File: src/rtl/des_key_schedule.sv
// Iterative DES subkey generator: loads a 64-bit key and steps through the
// sixteen round subkeys, forward (encrypt, left rotations) or reverse
// (decrypt, right rotations), one round per advance pulse.
//
// Ports:
//   clk          rising-edge clock
//   rst          synchronous active-high reset
//   key_start    one-cycle load pulse, honoured only in IDLE
//   key_in       64-bit DES key, DES bit 1 = key_in[63], parity bits ignored
//   decrypt      mode select sampled with key_start (1 = K16..K1)
//   advance      current round subkey consumed, step to the next round
//   subkey       PC-2 output, DES bit 1 = subkey[47], zero when not ACTIVE
//   subkey_valid high while subkey holds a round key
//   round        current round 1..16, zero when not ACTIVE
//   done         one-cycle pulse after round 16 is consumed
module des_key_schedule (
  input  logic        clk,
  input  logic        rst,
  input  logic        key_start,
  input  logic [63:0] key_in,
  input  logic        decrypt,
  input  logic        advance,
  output logic [47:0] subkey,
  output logic        subkey_valid,
  output logic [4:0]  round,
  output logic        done
);

  localparam int unsigned KEY_W   = 64;
  localparam int unsigned CD_W    = 56;
  localparam int unsigned HALF_W  = 28;
  localparam int unsigned SUBK_W  = 48;
  localparam int unsigned ROUND_W = 5;

  // PC-1 and PC-2 in DES numbering (bit 1 is the MSB).
  localparam int unsigned PC1 [CD_W] = '{
    57, 49, 41, 33, 25, 17,  9,
     1, 58, 50, 42, 34, 26, 18,
    10,  2, 59, 51, 43, 35, 27,
    19, 11,  3, 60, 52, 44, 36,
    63, 55, 47, 39, 31, 23, 15,
     7, 62, 54, 46, 38, 30, 22,
    14,  6, 61, 53, 45, 37, 29,
    21, 13,  5, 28, 20, 12,  4
  };

  localparam int unsigned PC2 [SUBK_W] = '{
    14, 17, 11, 24,  1,  5,
     3, 28, 15,  6, 21, 10,
    23, 19, 12,  4, 26,  8,
    16,  7, 27, 20, 13,  2,
    41, 52, 31, 37, 47, 55,
    30, 40, 51, 45, 33, 48,
    44, 49, 39, 56, 34, 53,
    46, 42, 50, 36, 29, 32
  };

  typedef enum logic [1:0] {
    IDLE   = 2'd0,
    ACTIVE = 2'd1,
    DONE   = 2'd2
  } state_t;

  function automatic logic [CD_W-1:0] pc1(input logic [KEY_W-1:0] k);
    logic [CD_W-1:0] r;
    r = '0;
    for (int i = 0; i < int'(CD_W); i++) begin
      r[6'(int'(CD_W) - 1 - i)] = k[6'(int'(KEY_W) - int'(PC1[i]))];
    end
    return r;
  endfunction

  function automatic logic [SUBK_W-1:0] pc2(input logic [CD_W-1:0] cd);
    logic [SUBK_W-1:0] r;
    r = '0;
    for (int i = 0; i < int'(SUBK_W); i++) begin
      r[6'(int'(SUBK_W) - 1 - i)] = cd[6'(int'(CD_W) - int'(PC2[i]))];
    end
    return r;
  endfunction

  // 28-bit rotate by one or two places, left or right.
  function automatic logic [HALF_W-1:0] rot(input logic [HALF_W-1:0] v,
                                             input logic right,
                                             input logic two);
    logic [HALF_W-1:0] r;
    case ({right, two})
      2'b00:   r = {v[26:0], v[27]};
      2'b01:   r = {v[25:0], v[27:26]};
      2'b10:   r = {v[0],    v[27:1]};
      default: r = {v[1:0],  v[27:2]};
    endcase
    return r;
  endfunction

  state_t              state_q;
  logic [HALF_W-1:0]   c_q, d_q;
  logic [ROUND_W-1:0]  round_q;
  logic                mode_q;
  logic                valid_q;
  logic                done_q;

  logic [CD_W-1:0]     cd0;
  logic [ROUND_W-1:0]  sched_idx;
  logic                two_step;
  logic [HALF_W-1:0]   c_nxt, d_nxt;
  logic                unused_parity;

  assign cd0 = pc1(key_in);
  assign unused_parity = ^{key_in[56], key_in[48], key_in[40], key_in[32],
                           key_in[24], key_in[16], key_in[8],  key_in[0]};

  // Shift-schedule index for the step out of the current round:
  // S[r+1] going forward, S[17-r] going backward.
  always_comb begin
    sched_idx = '0;
    two_step  = 1'b0;
    c_nxt     = c_q;
    d_nxt     = d_q;
    sched_idx = mode_q ? 5'(5'd17 - round_q) : 5'(round_q + 5'd1);
    two_step  = !((sched_idx == 5'd1) || (sched_idx == 5'd2) ||
                  (sched_idx == 5'd9) || (sched_idx == 5'd16));
    c_nxt     = rot(c_q, mode_q, two_step);
    d_nxt     = rot(d_q, mode_q, two_step);
  end

  // Sequencer and key registers.
  always_ff @(posedge clk) begin
    if (rst) begin
      state_q <= IDLE;
      c_q     <= '0;
      d_q     <= '0;
      round_q <= '0;
      mode_q  <= 1'b0;
      valid_q <= 1'b0;
      done_q  <= 1'b0;
    end else begin
      done_q <= 1'b0;
      case (state_q)
        IDLE: begin
          if (key_start) begin
            // Decrypt starts from C0/D0 directly: 28 total rotations make it C16/D16.
            c_q     <= decrypt ? cd0[55:28] : rot(cd0[55:28], 1'b0, 1'b0);
            d_q     <= decrypt ? cd0[27:0]  : rot(cd0[27:0],  1'b0, 1'b0);
            round_q <= 5'd1;
            mode_q  <= decrypt;
            valid_q <= 1'b1;
            state_q <= ACTIVE;
          end
        end
        ACTIVE: begin
          if (advance) begin
            if (round_q == 5'd16) begin
              round_q <= '0;
              valid_q <= 1'b0;
              done_q  <= 1'b1;
              state_q <= DONE;
            end else begin
              round_q <= 5'(round_q + 5'd1);
              c_q     <= c_nxt;
              d_q     <= d_nxt;
            end
          end
        end
        DONE: begin
          state_q <= IDLE;
        end
        default: begin
          state_q <= IDLE;
        end
      endcase
    end
  end

  assign subkey       = valid_q ? pc2({c_q, d_q}) : '0;
  assign subkey_valid = valid_q;
  assign round        = round_q;
  assign done         = done_q;

endmodule

File: config.mk
export PLATFORM = sky130hd
export DESIGN_NAME = des_key_schedule
export DESIGN_NICKNAME = d
export VERILOG_FILES = /design/src/rtl/des_key_schedule.sv
export SDC_FILE = /design/constraint.sdc
export NUM_CORES = 1
export LEC_CHECK = 0
export BUFFER_PORTS_ARGS = -buffer_cell sky130_fd_sc_hd__buf_4
export CAP_MARGIN = 40
export CORE_MARGIN = 10
export CORE_UTILIZATION = 30
export CTS_BUF_LIST = sky130_fd_sc_hd__clkbuf_8
export CTS_CLUSTER_DIAMETER = 80
export DETAILED_ROUTE_END_ITERATION = 8
export MAX_ROUTING_LAYER = met4
export PLACE_DENSITY = 0.56
export SETUP_SLACK_MARGIN = 0.3
export SLEW_MARGIN = 30
export SYNTH_ARGS = -nofsm -noshare
export SYNTH_HDL_FRONTEND = slang
export SYNTH_SLANG_ARGS = --single-unit
File: constraint.sdc
create_clock -name clk -period 4.41 [get_ports clk]
set_clock_uncertainty 0.2 [all_clocks]
set_input_delay 0.2205 -clock clk [delete_from_list [all_inputs] [get_ports clk]]
set_output_delay 0.2205 -clock clk [all_outputs]
set_load 0.03 [all_outputs]
==> impl_metrics.tcl, run 1 <==
set metrics [dict create \
    async_flop_share 0 \
    timing.slew.headroom 0.415 \
    htreeDepth 3 \
    hold_path_end "round[2]$_SDFFE_PP0P_" \
    worst_hold_path_type "primary input to flip-flop" \
    drv_cap 0 \
    synth_compound_area_frac 0.282 \
    synth.area.mux_share 0.133 \
    setup_tns_ns 0 \
    start_util 0.307 \
    routed.top_layer "met4" \
    p_int_mw 1.10 \
    synth_seq_cells 66 \
    placed_area_sq_um 6290 \
    power_frac_clock 0.281 \
    crit_path_end_kind "flip-flop" \
    hp-start "rst" \
    fin_hold_ws_ns 0.0304 \
    cts_tree "built" \
    synthSimpleGateAreaFrac 0.249 \
    grt.total_usage 0.149 \
    drtPass1Iterations 6 \
    dieArea_sq_um 25200 \
    fin_nets 835 \
    critical_path_class "flip-flop to flip-flop" \
    power_frac_comb 0.345 \
    die_y_um 159 \
    core_area_sq_um 18800 \
    cts_root_buf "clkbuf_8" \
    grt_pass1_wl_um 30900 \
    yosysWarnings 0 \
    hold_viol_final 0 \
    seqPwrFrac 0.374 \
    synth-xor-area-share 0.00151 \
    grt_pass1_vias 5475 \
    finalInstanceArea_sq_um 6490 \
    die_w_um 159 \
    cts_buffers 9 \
    p_leak_nw 2.56 \
    post_cts_resized 0 \
    synth_top_family_by_area "compound AO/OA/AOI/OAI gates" \
    p_per_area_nw_per_um2 278 \
    final_core_util 0.345 \
    fin_crit_sh 0.810 \
    reg2reg_from "round[0]$_SDFFE_PP0P_" \
    critPathMaxFanout 32 \
    r2r_cells 8 \
    pin_count 124 \
    synth-main-ff-cell "dfxtp_1" \
    tightest_slew_ns 0.852 \
    clock_sinks 66 \
    wl_met3_um 1040 \
    hold_depth 2 \
    period_minus_slack_ns 3.57 \
    start_kind "flip-flop" \
    avgSynthCellArea_sq_um 7.71 \
    setup_viol 0 \
    reg2reg_slack_ns 0.84 \
    layout-drive-gt1-share 0.224 \
    slew_viol_final 0 \
    met1_length_um 9200 \
    netSwitchingPower_mw 0.702 \
    crit_arrival_ns 3.66 \
    synth.most_common_cell "nor2_1" \
    rsz0062_at_grt "false" \
    ant_nets 0 \
    max_freq_mhz 280 \
    portBuffers 53 \
    wl_met2_um 8250 \
    num_rows 50 \
    antenna_found_initial 0 \
    finalPower_mw 1.81 \
    synth_cells 750 \
    wirelength_um 19000 \
    n_antenna_cell 0 \
    dp.final_hpwl_um 12300 \
    irDropWorstVdd_mv 0.142 \
    reg2reg_to "d_q[20]$_SDFFE_PP0P_" \
    ys_types 55 \
    area_growth_pct 12.2 \
    wire_per_inst_um 18.5 \
    synth-edff-count 0 \
    vias_per_cell 5.58 \
    synth_fa_ha_area_frac 0.00866 \
    syn-cell-area_sq_um 5780 \
    gp_congestion 0.870 \
    synth_top_cells_by_area "dfxtp_1 23%, nor2_1 8.0%, o41ai_2 7.3%" \
    grt_max_degree 56 \
    drt-initial-drc-count 479 \
    clock_latency_ns 0.38 \
    synth_top_area_share 0.229 \
    yosys-top-cells-count "123 x nor2_1, 66 x dfxtp_1, 58 x clkbuf_1, 56 x nand2_1, 55 x a21oi_1" \
    clk_pin_slew_ns 0.08 \
    yosysSeqAreaShare 0.229 \
    required_ns 4.50 \
    vias 5735 \
    synth_top_area_cell "dfxtp_1" \
    status "completed" \
    overflow 0 \
    drc 0 \
    p_sw_frac 0.389 \
    cts_buffer_depth 2 \
]
## critical path, stage by stage (launching register included)
cell,delay (ns)
dfxtp_1,0.42
ha_1,0.32
and4b_4,0.22
o21ai_1,0.42
a211oi_1,0.14
or4b_4,0.80
buf_12,0.28
mux2_4,0.32
o41ai_2,0.32
## cells by family (layout without fill, tap and decap cells)
logic type | after synthesis | count (layout)
AO/OA/AOI/OAI | 207 | 207
XOR/XNOR | 1 | 1
adder cells (fa/ha/maj) | 4 | 4
buffers and inverters | 114 | 110
flip-flops | 66 | 66
multiplexers | 61 | 61
other | 1 | 22
AND/OR/NAND/NOR | 296 | 296
## power by group through the flow
stage	Sequential, mW	Clock [mW]	Combinational [mW]
3_3_place_gp	0.694	0	0.601
2_1_floorplan	0.668	0	0.501
4_1_cts	0.675	0.522	0.618
3_5_place_dp	0.688	0	0.614
5_1_grt	0.682	0.544	0.674
6_report	0.676	0.507	0.623
## state kept, by name, indices dropped and copies added, names as in the netlist
name,count
done,1
state_q,2
mode_q,1
d_q,28
c_q,28
subkey_valid,1
round,5
## layout make-up
class | count | area [sq um]
fill | 1998 | 12300
clock inverter | 5 | 30.0
sequential | 66 | 1320
inverter | 23 | 86.3
multi-input combinational | 591 | 4000
clock buffer | 11 | 151
tap | 260 | 325
timing repair buffer | 71 | 571
## cell usage in the layout (no fill, tap or decap), drive strengths merged, types with 13 or more instances in the layout
cell type,n
nor2,123
buf,69
dfxtp,66
nand2,56
a21oi,55
o41ai,49
mux2,48
and2,31
o21ai,29
inv,24
conb,22
nor3,19
nand3,14
nor4,14
mux2i,13
a31oi,13
## through the flow
step                worst slack, ns  cells
floorplan                      1.28    771
global placement              0.919   1007
detailed placement            0.897   1009
CTS                           0.862   1027
global route                  0.602   1027
finish                        0.837   1027
## metal layers
layer / vias to the layer above / GRT usage
met4: 0 / 0.0629
li1: 2754 / -
met2: 195 / 0.220
met3: 28 / 0.0222
met1: 2758 / 0.199
met5: - / -
## what timing repair did
action	CTS	global route
hold endpoints to repair	3	0
setup buffers	0	0
endpoints found under the setup margin	0	0
hold buffers	2	0
## worst max-delay path by stage
stage | startpoint | end | slack (ns)
2_1_floorplan | round[1]$_SDFFE_PP0P_ | c_q[11]$_SDFFE_PP0P_ | 1.28
3_3_place_gp | round[2]$_SDFFE_PP0P_ | c_q[0]$_SDFFE_PP0P_ | 0.92
3_5_place_dp | round[2]$_SDFFE_PP0P_ | d_q[0]$_SDFFE_PP0P_ | 0.90
4_1_cts | round[0]$_SDFFE_PP0P_ | d_q[0]$_SDFFE_PP0P_ | 0.86
5_1_grt | round[2]$_SDFFE_PP0P_ | d_q[0]$_SDFFE_PP0P_ | 0.60
6_report | round[0]$_SDFFE_PP0P_ | d_q[20]$_SDFFE_PP0P_ | 0.84
Power figures use the tool's default switching activity.
==> run 2, diff against run 1 <==
ABC_AREA = 1   (was default)
PLACE_DENSITY = 0.58   (was 0.56)
clock period = 2.95 ns   (was 4.41 ns; I/O delays follow)
==> impl_metrics.tcl, run 2 <==
set metrics [dict create \
    status "completed" \
    reg2reg_from "round[0]$_SDFFE_PP0P_" \
    die_w_um 154 \
    fin_ws_ns 0.468 \
    rsz0062_at_grt "true" \
    max_freq_mhz 403 \
    dp.final_hpwl_um 10400 \
    area_growth_pct 16.5 \
    cts_buffers 9 \
    grt.total_usage 0.137 \
    hp-start "key_in[19]" \
    vias_per_cell 4.97 \
    crit_arrival_ns 2.56 \
    drtPass1Iterations 5 \
    fin_hold_ws_ns 0.0236 \
    r2r_cells 14 \
    synth-main-ff-cell "dfxtp_1" \
    synth_cells 900 \
    drv_cap 0 \
    htreeDepth 3 \
    required_ns 3.03 \
    synth-edff-count 0 \
    ys_types 26 \
    antenna_found_initial 0 \
    irDropWorstVdd_mv 0.195 \
    syn-cell-area_sq_um 5380 \
    grt_pass1_wl_um 27100 \
    yosysWarnings 0 \
    pin_count 124 \
    async_flop_share 0 \
    hold_viol_final 0 \
    dp_slack_ns 0.239 \
    setup_tns_ns 0 \
    hold_depth 5 \
    critPathMaxFanout 27 \
    p_leak_nw 3.08 \
    drt-initial-drc-count 509 \
    synth_top_area_share 0.246 \
    finalPower_mw 2.58 \
    gp_congestion 0.820 \
    start_kind "flip-flop" \
    portBuffers 53 \
    fin_crit_sh 0.841 \
    synth_seq_cells 66 \
    wire_per_inst_um 14.4 \
    setup_viol 0 \
    synth.most_common_cell "nand2_1" \
    critical_path_class "flip-flop to flip-flop" \
    p_per_area_nw_per_um2 411 \
    ant_nets 0 \
    crit_path_end_kind "flip-flop" \
    final_cell_mix "226 x nand2_1, 120 x inv_1, 84 x a21oi_1" \
    dieArea_sq_um 23700 \
    cts_tree "built" \
    layout-drive-gt1-share 0.151 \
    tightest_slew_ns 0.859 \
    die_y_um 154 \
    final_core_util 0.360 \
    grt_max_degree 83 \
    n_antenna_cell 0 \
    avgSynthCellArea_sq_um 5.97 \
    vias 5756 \
    reg2reg_to "c_q[22]$_SDFFE_PP0P_" \
    num_rows 48 \
    core_area_sq_um 17400 \
    grt_pass1_vias 5100 \
    wirelength_um 16600 \
    overflow 0 \
    hold_path_end "d_q[10]$_SDFFE_PP0P_" \
    worst_hold_path_type "primary input to flip-flop" \
    synth_top_area_cell "dfxtp_1" \
    cts_root_buf "clkbuf_8" \
    reg2reg_slack_ns 0.47 \
    fin_nets 1002 \
    start_util 0.309 \
    final_common_cell "nand2_1" \
    clk_pin_slew_ns 0.07 \
    slew_viol_final 0 \
    yosysSeqAreaShare 0.246 \
    synth_top_cells_by_area "dfxtp_1 25%, nand2_1 16%, inv_1 8.3%" \
    cts_buffer_depth 2 \
    drc 0 \
    clock_sinks 66 \
    timing.slew.headroom 0.427 \
    yosys-top-cells-count "227 x nand2_1, 119 x inv_1, 84 x a21oi_1, 83 x nand3_1, 77 x o21ai_0" \
    fillers 1919 \
    clock_latency_ns 0.35 \
    period_minus_slack_ns 2.48 \
]
## run 2: cell count changes after synthesis, moves of 29 or more
| cell | change |
|---|---|
| nand2_1 | +171 |
| inv_1 | +97 |
| nand3_1 | +70 |
| nor2_1 | -69 |
| o21ai_0 | +49 |
| and2_1 | -31 |
| a21oi_1 | +29 |
| o211ai_2 | +29 |
## run 2: metal layers
layer / up-vias / global-route usage / wire (um)
met5: - / - / 0
met4: 0 / 0.0355 / 156
met1: 2634 / 0.190 / 8030
met2: 160 / 0.196 / 7250
li1: 2952 / - / -
met3: 10 / 0.0310 / 1210
## run 2: final cells by class
| cell class | instances | area [sq um] | share of cell area |
|---|---|---|---|
| timing repair buffer | 88 | 779 | 0.124 |
| sequential | 66 | 1330 | 0.212 |
| inverter | 122 | 458 | 0.0731 |
| clock buffer | 12 | 165 | 0.0264 |
| clock inverter | 4 | 17.5 | 0.00280 |
| tap | 225 | 282 | 0.0450 |
| multi-input combinational | 642 | 3240 | 0.517 |
## run 2: logic make-up (layout without fill, tap and decap cells)
| logic type | Yosys count | after routing | share of synthesized area |
|---|---|---|---|
| compound gates | 215 | 215 | 0.250 |
| fa+ha+maj | 4 | 4 | 0.00931 |
| buf+inv | 214 | 226 | 0.175 |
| flops | 66 | 66 | 0.246 |
| other cells | 1 | 22 | 0.000698 |
| simple gates | 400 | 401 | 0.320 |
## run 2: how the worst max path moves through the flow
stage	depth (start not counted)	slack, ns	from	endpoint
6_report	14	0.47	round[0]$_SDFFE_PP0P_	c_q[22]$_SDFFE_PP0P_
3_5_place_dp	11	0.24	round[1]$_SDFFE_PP0P_	c_q[1]$_SDFFE_PP0P_
5_1_grt	14	0.28	round[0]$_SDFFE_PP0P_	d_q[10]$_SDFFE_PP0P_
4_1_cts	13	0.32	round[1]$_SDFFE_PP0P_	c_q[14]$_SDFFE_PP0P_
3_3_place_gp	11	0.26	round[1]$_SDFFE_PP0P_	c_q[1]$_SDFFE_PP0P_
2_1_floorplan	11	0.45	round[0]$_SDFFE_PP0P_	d_q[8]$_SDFFE_PP0P_
## run 2: power breakdown
part,internal [mW],leakage [nW],switching [mW]
clock network,0.366,0.105,0.366
registers,0.933,0.539,0.0645
logic,0.285,2.44,0.563
## run 2: what timing repair did
item	CTS	global route
pin swaps	1	4
cloned	1	2
endpoints found under the hold margin	11	0
setup buffers	1	4
endpoints found under the setup margin	47	56
hold buffers	10	0
gates resized for setup	4	11
## run 2: per-stage QoR
step	area (sq um)	std cells
3_3_place_gp	5830	1125
6_report	6260	1159
4_1_cts	6170	1153
3_5_place_dp	5830	1125
2_1_floorplan	5450	921
5_1_grt	6260	1159
## run 2: critical path, cell delays in order, from the launching register on
cell       delay, ns
dfxtp_1         0.31
buf_4           0.15
ha_1            0.24
nand3_1         0.10
nand2_1         0.07
nand3_1         0.08
nand2_1         0.12
nor2_2          0.16
nand2_4         0.13
nand2_8         0.18
clkbuf_16       0.25
nand3_1         0.09
o211ai_1        0.12
nand2_1         0.06
a21oi_1         0.11
==> run 3, diff against run 2 <==
clock period = 2.2 ns   (was 2.95 ns; I/O delays follow)
==> impl_metrics.tcl, run 3 (synthesis results as in run 2) <==
set metrics [dict create \
    ant_nets 0 \
    dp.cells 1135 \
    hold_path_end "round[2]$_SDFFE_PP0P_" \
    cts_root_buf "clkbuf_8" \
    fin_nets 1046 \
    max_stage_delay_ns 0.42 \
    worst_hold_path_type "primary input to flip-flop" \
    wire_per_inst_um 15.3 \
    crit_arrival_ns 2.33 \
    wirelength_um 18400 \
    worstPathCellList "inv_6 > ha_4 > o21ai_2 > nand2_1 > nor2_2 > nand3_2 > buf_8 > nand2_8 > buf_12 > buf_16 > buf_12 > o211ai_2 > nand2_1 > a21oi_2" \
    num_rows 48 \
    htreeDepth 3 \
    period_minus_slack_ns 2.31 \
    max_freq_mhz 433 \
    critPathMaxFanout 5 \
    final_cell_mix "215 x nand2_1, 115 x inv_1, 80 x buf_4" \
    p_leak_nw 3.44 \
    setup_viol 47 \
    pin_count 124 \
    grt_util_met1 0.201 \
    required_ns 2.22 \
    gr-usage-met2 0.210 \
    violations "setup timing" \
    hold_viol_final 0 \
    tightest_slew_ns 0.605 \
    start_util 0.309 \
    hp-start "rst" \
    top_usage_layer "met2" \
    reg2reg_slack_ns -0.11 \
    start_kind "flip-flop" \
    vias 6078 \
    die_y_um 154 \
    p_per_area_nw_per_um2 555 \
    reg2reg_from "round[1]$_SDFFE_PP0P_" \
    fin_ws_ns -0.110 \
    clock_latency_ns 0.37 \
    clock_sinks 66 \
    vias_per_cell 5.05 \
    critical_path_class "flip-flop to flip-flop" \
    layout-drive-gt1-share 0.225 \
    crit_path_end_kind "flip-flop" \
    r2r_cells 14 \
    fin_crit_sh 1.05 \
    drtPass1Iterations 5 \
    hold_depth 3 \
    grt_pass1_wl_um 28900 \
    grt_max_degree 99 \
    timing.slew.headroom 0.596 \
    gp_congestion 0.797 \
    grt_pass1_vias 5366 \
    core_area_sq_um 17400 \
    antenna_found_initial 0 \
    clk_pin_slew_ns 0.08 \
    cts_tree "built" \
    final_common_cell "nand2_1" \
    status "finished with violations" \
    portBuffers 53 \
    irDropWorstVdd_mv 0.230 \
    cts_buffers 9 \
    drc 0 \
    die_w_um 154 \
    dp.final_hpwl_um 10600 \
    rsz0062_at_grt "true" \
    cts_buffer_depth 2 \
    fin_hold_ws_ns 0.153 \
    overflow 0 \
    slowest_stage "dfxtp_4" \
    n_antenna_cell 0 \
    area_growth_pct 33.8 \
    slew_viol_final 0 \
    drt-initial-drc-count 551 \
    dieArea_sq_um 23700 \
    drv_cap 0 \
    stdcell_count 1203 \
    grt.total_usage 0.147 \
    reg2reg_to "c_q[11]$_SDFFE_PP0P_" \
    grt_util_met3 0.0273 \
]
## run 3: routing by layer
metal	routed length (um)	share of wire
met5	0	0
met4	458	0.025
met3	1200	0.065
met2	8030	0.44
met1	8750	0.47
## run 3: power by group
| group | internal [mW] | leakage, nW | switching (mW) | total, mW |
|---|---|---|---|---|
| registers | 1.25 | 0.542 | 0.102 | 1.35 |
| logic | 0.631 | 2.78 | 0.864 | 1.49 |
| clock network | 0.641 | 0.118 | 0.505 | 1.15 |
## run 3: timing repair
item | 4_1_cts | 5_1_grt
endpoints found under the setup margin | 57 | 60
pin swaps | 17 | 15
setup buffers | 12 | 8
hold endpoints to repair | 21 | 0
hold buffers | 19 | 0
gates cloned | 9 | 3
resized for setup | 60 | 58
## run 3: worst max-delay path: cells and delay by family (launching register included)
family | cells | cell delay [ns]
adders and majority gates | 1 | 0.21
AOI/OAI and AO/OA | 3 | 0.29
buffers and inverters | 5 | 0.57
and+or+nand+nor | 5 | 0.46
DFF | 1 | 0.42
## run 3: metrics by stage
step	setup WS (ns)	cell area [sq um]	TNS (ns)	utilization	total power [mW]
global placement	-0.0617	5990	-0.186	0.344	2.46
floorplan	0.116	5510	0	-	2.20
finish	-0.110	7190	-1.84	0.413	3.99
CTS	-0.0172	6840	-0.0379	0.393	3.89
detailed placement	-0.0824	5990	-1.09	0.344	2.47
global route	-0.177	7190	-6.80	0.413	4.20
## run 3: worst max path at each step
stage | startpoint | end | slack, ns | cells past startpoint
floorplan | round[0]$_SDFFE_PP0P_ | c_q[10]$_SDFFE_PP0P_ | 0.12 | 12
global placement | round[1]$_SDFFE_PP0P_ | d_q[10]$_SDFFE_PP0P_ | -0.06 | 15
detailed placement | round[1]$_SDFFE_PP0P_ | d_q[10]$_SDFFE_PP0P_ | -0.08 | 15
CTS | round[1]$_SDFFE_PP0P_ | c_q[26]$_SDFFE_PP0P_ | -0.02 | 16
global route | round[1]$_SDFFE_PP0P_ | c_q[11]$_SDFFE_PP0P_ | -0.18 | 14
finish | round[1]$_SDFFE_PP0P_ | c_q[11]$_SDFFE_PP0P_ | -0.11 | 14
## run 3: cell type report
type	count	area (sq um)
Clock buffer	13	179
Multi-Input combinational cell	642	3420
Fill cell	1807	10200
Tap cell	225	282
Sequential cell	66	1340
Inverter	122	477
Timing Repair inverter	2	15.0
Clock inverter	3	37.5
Timing Repair Buffer	130	1440
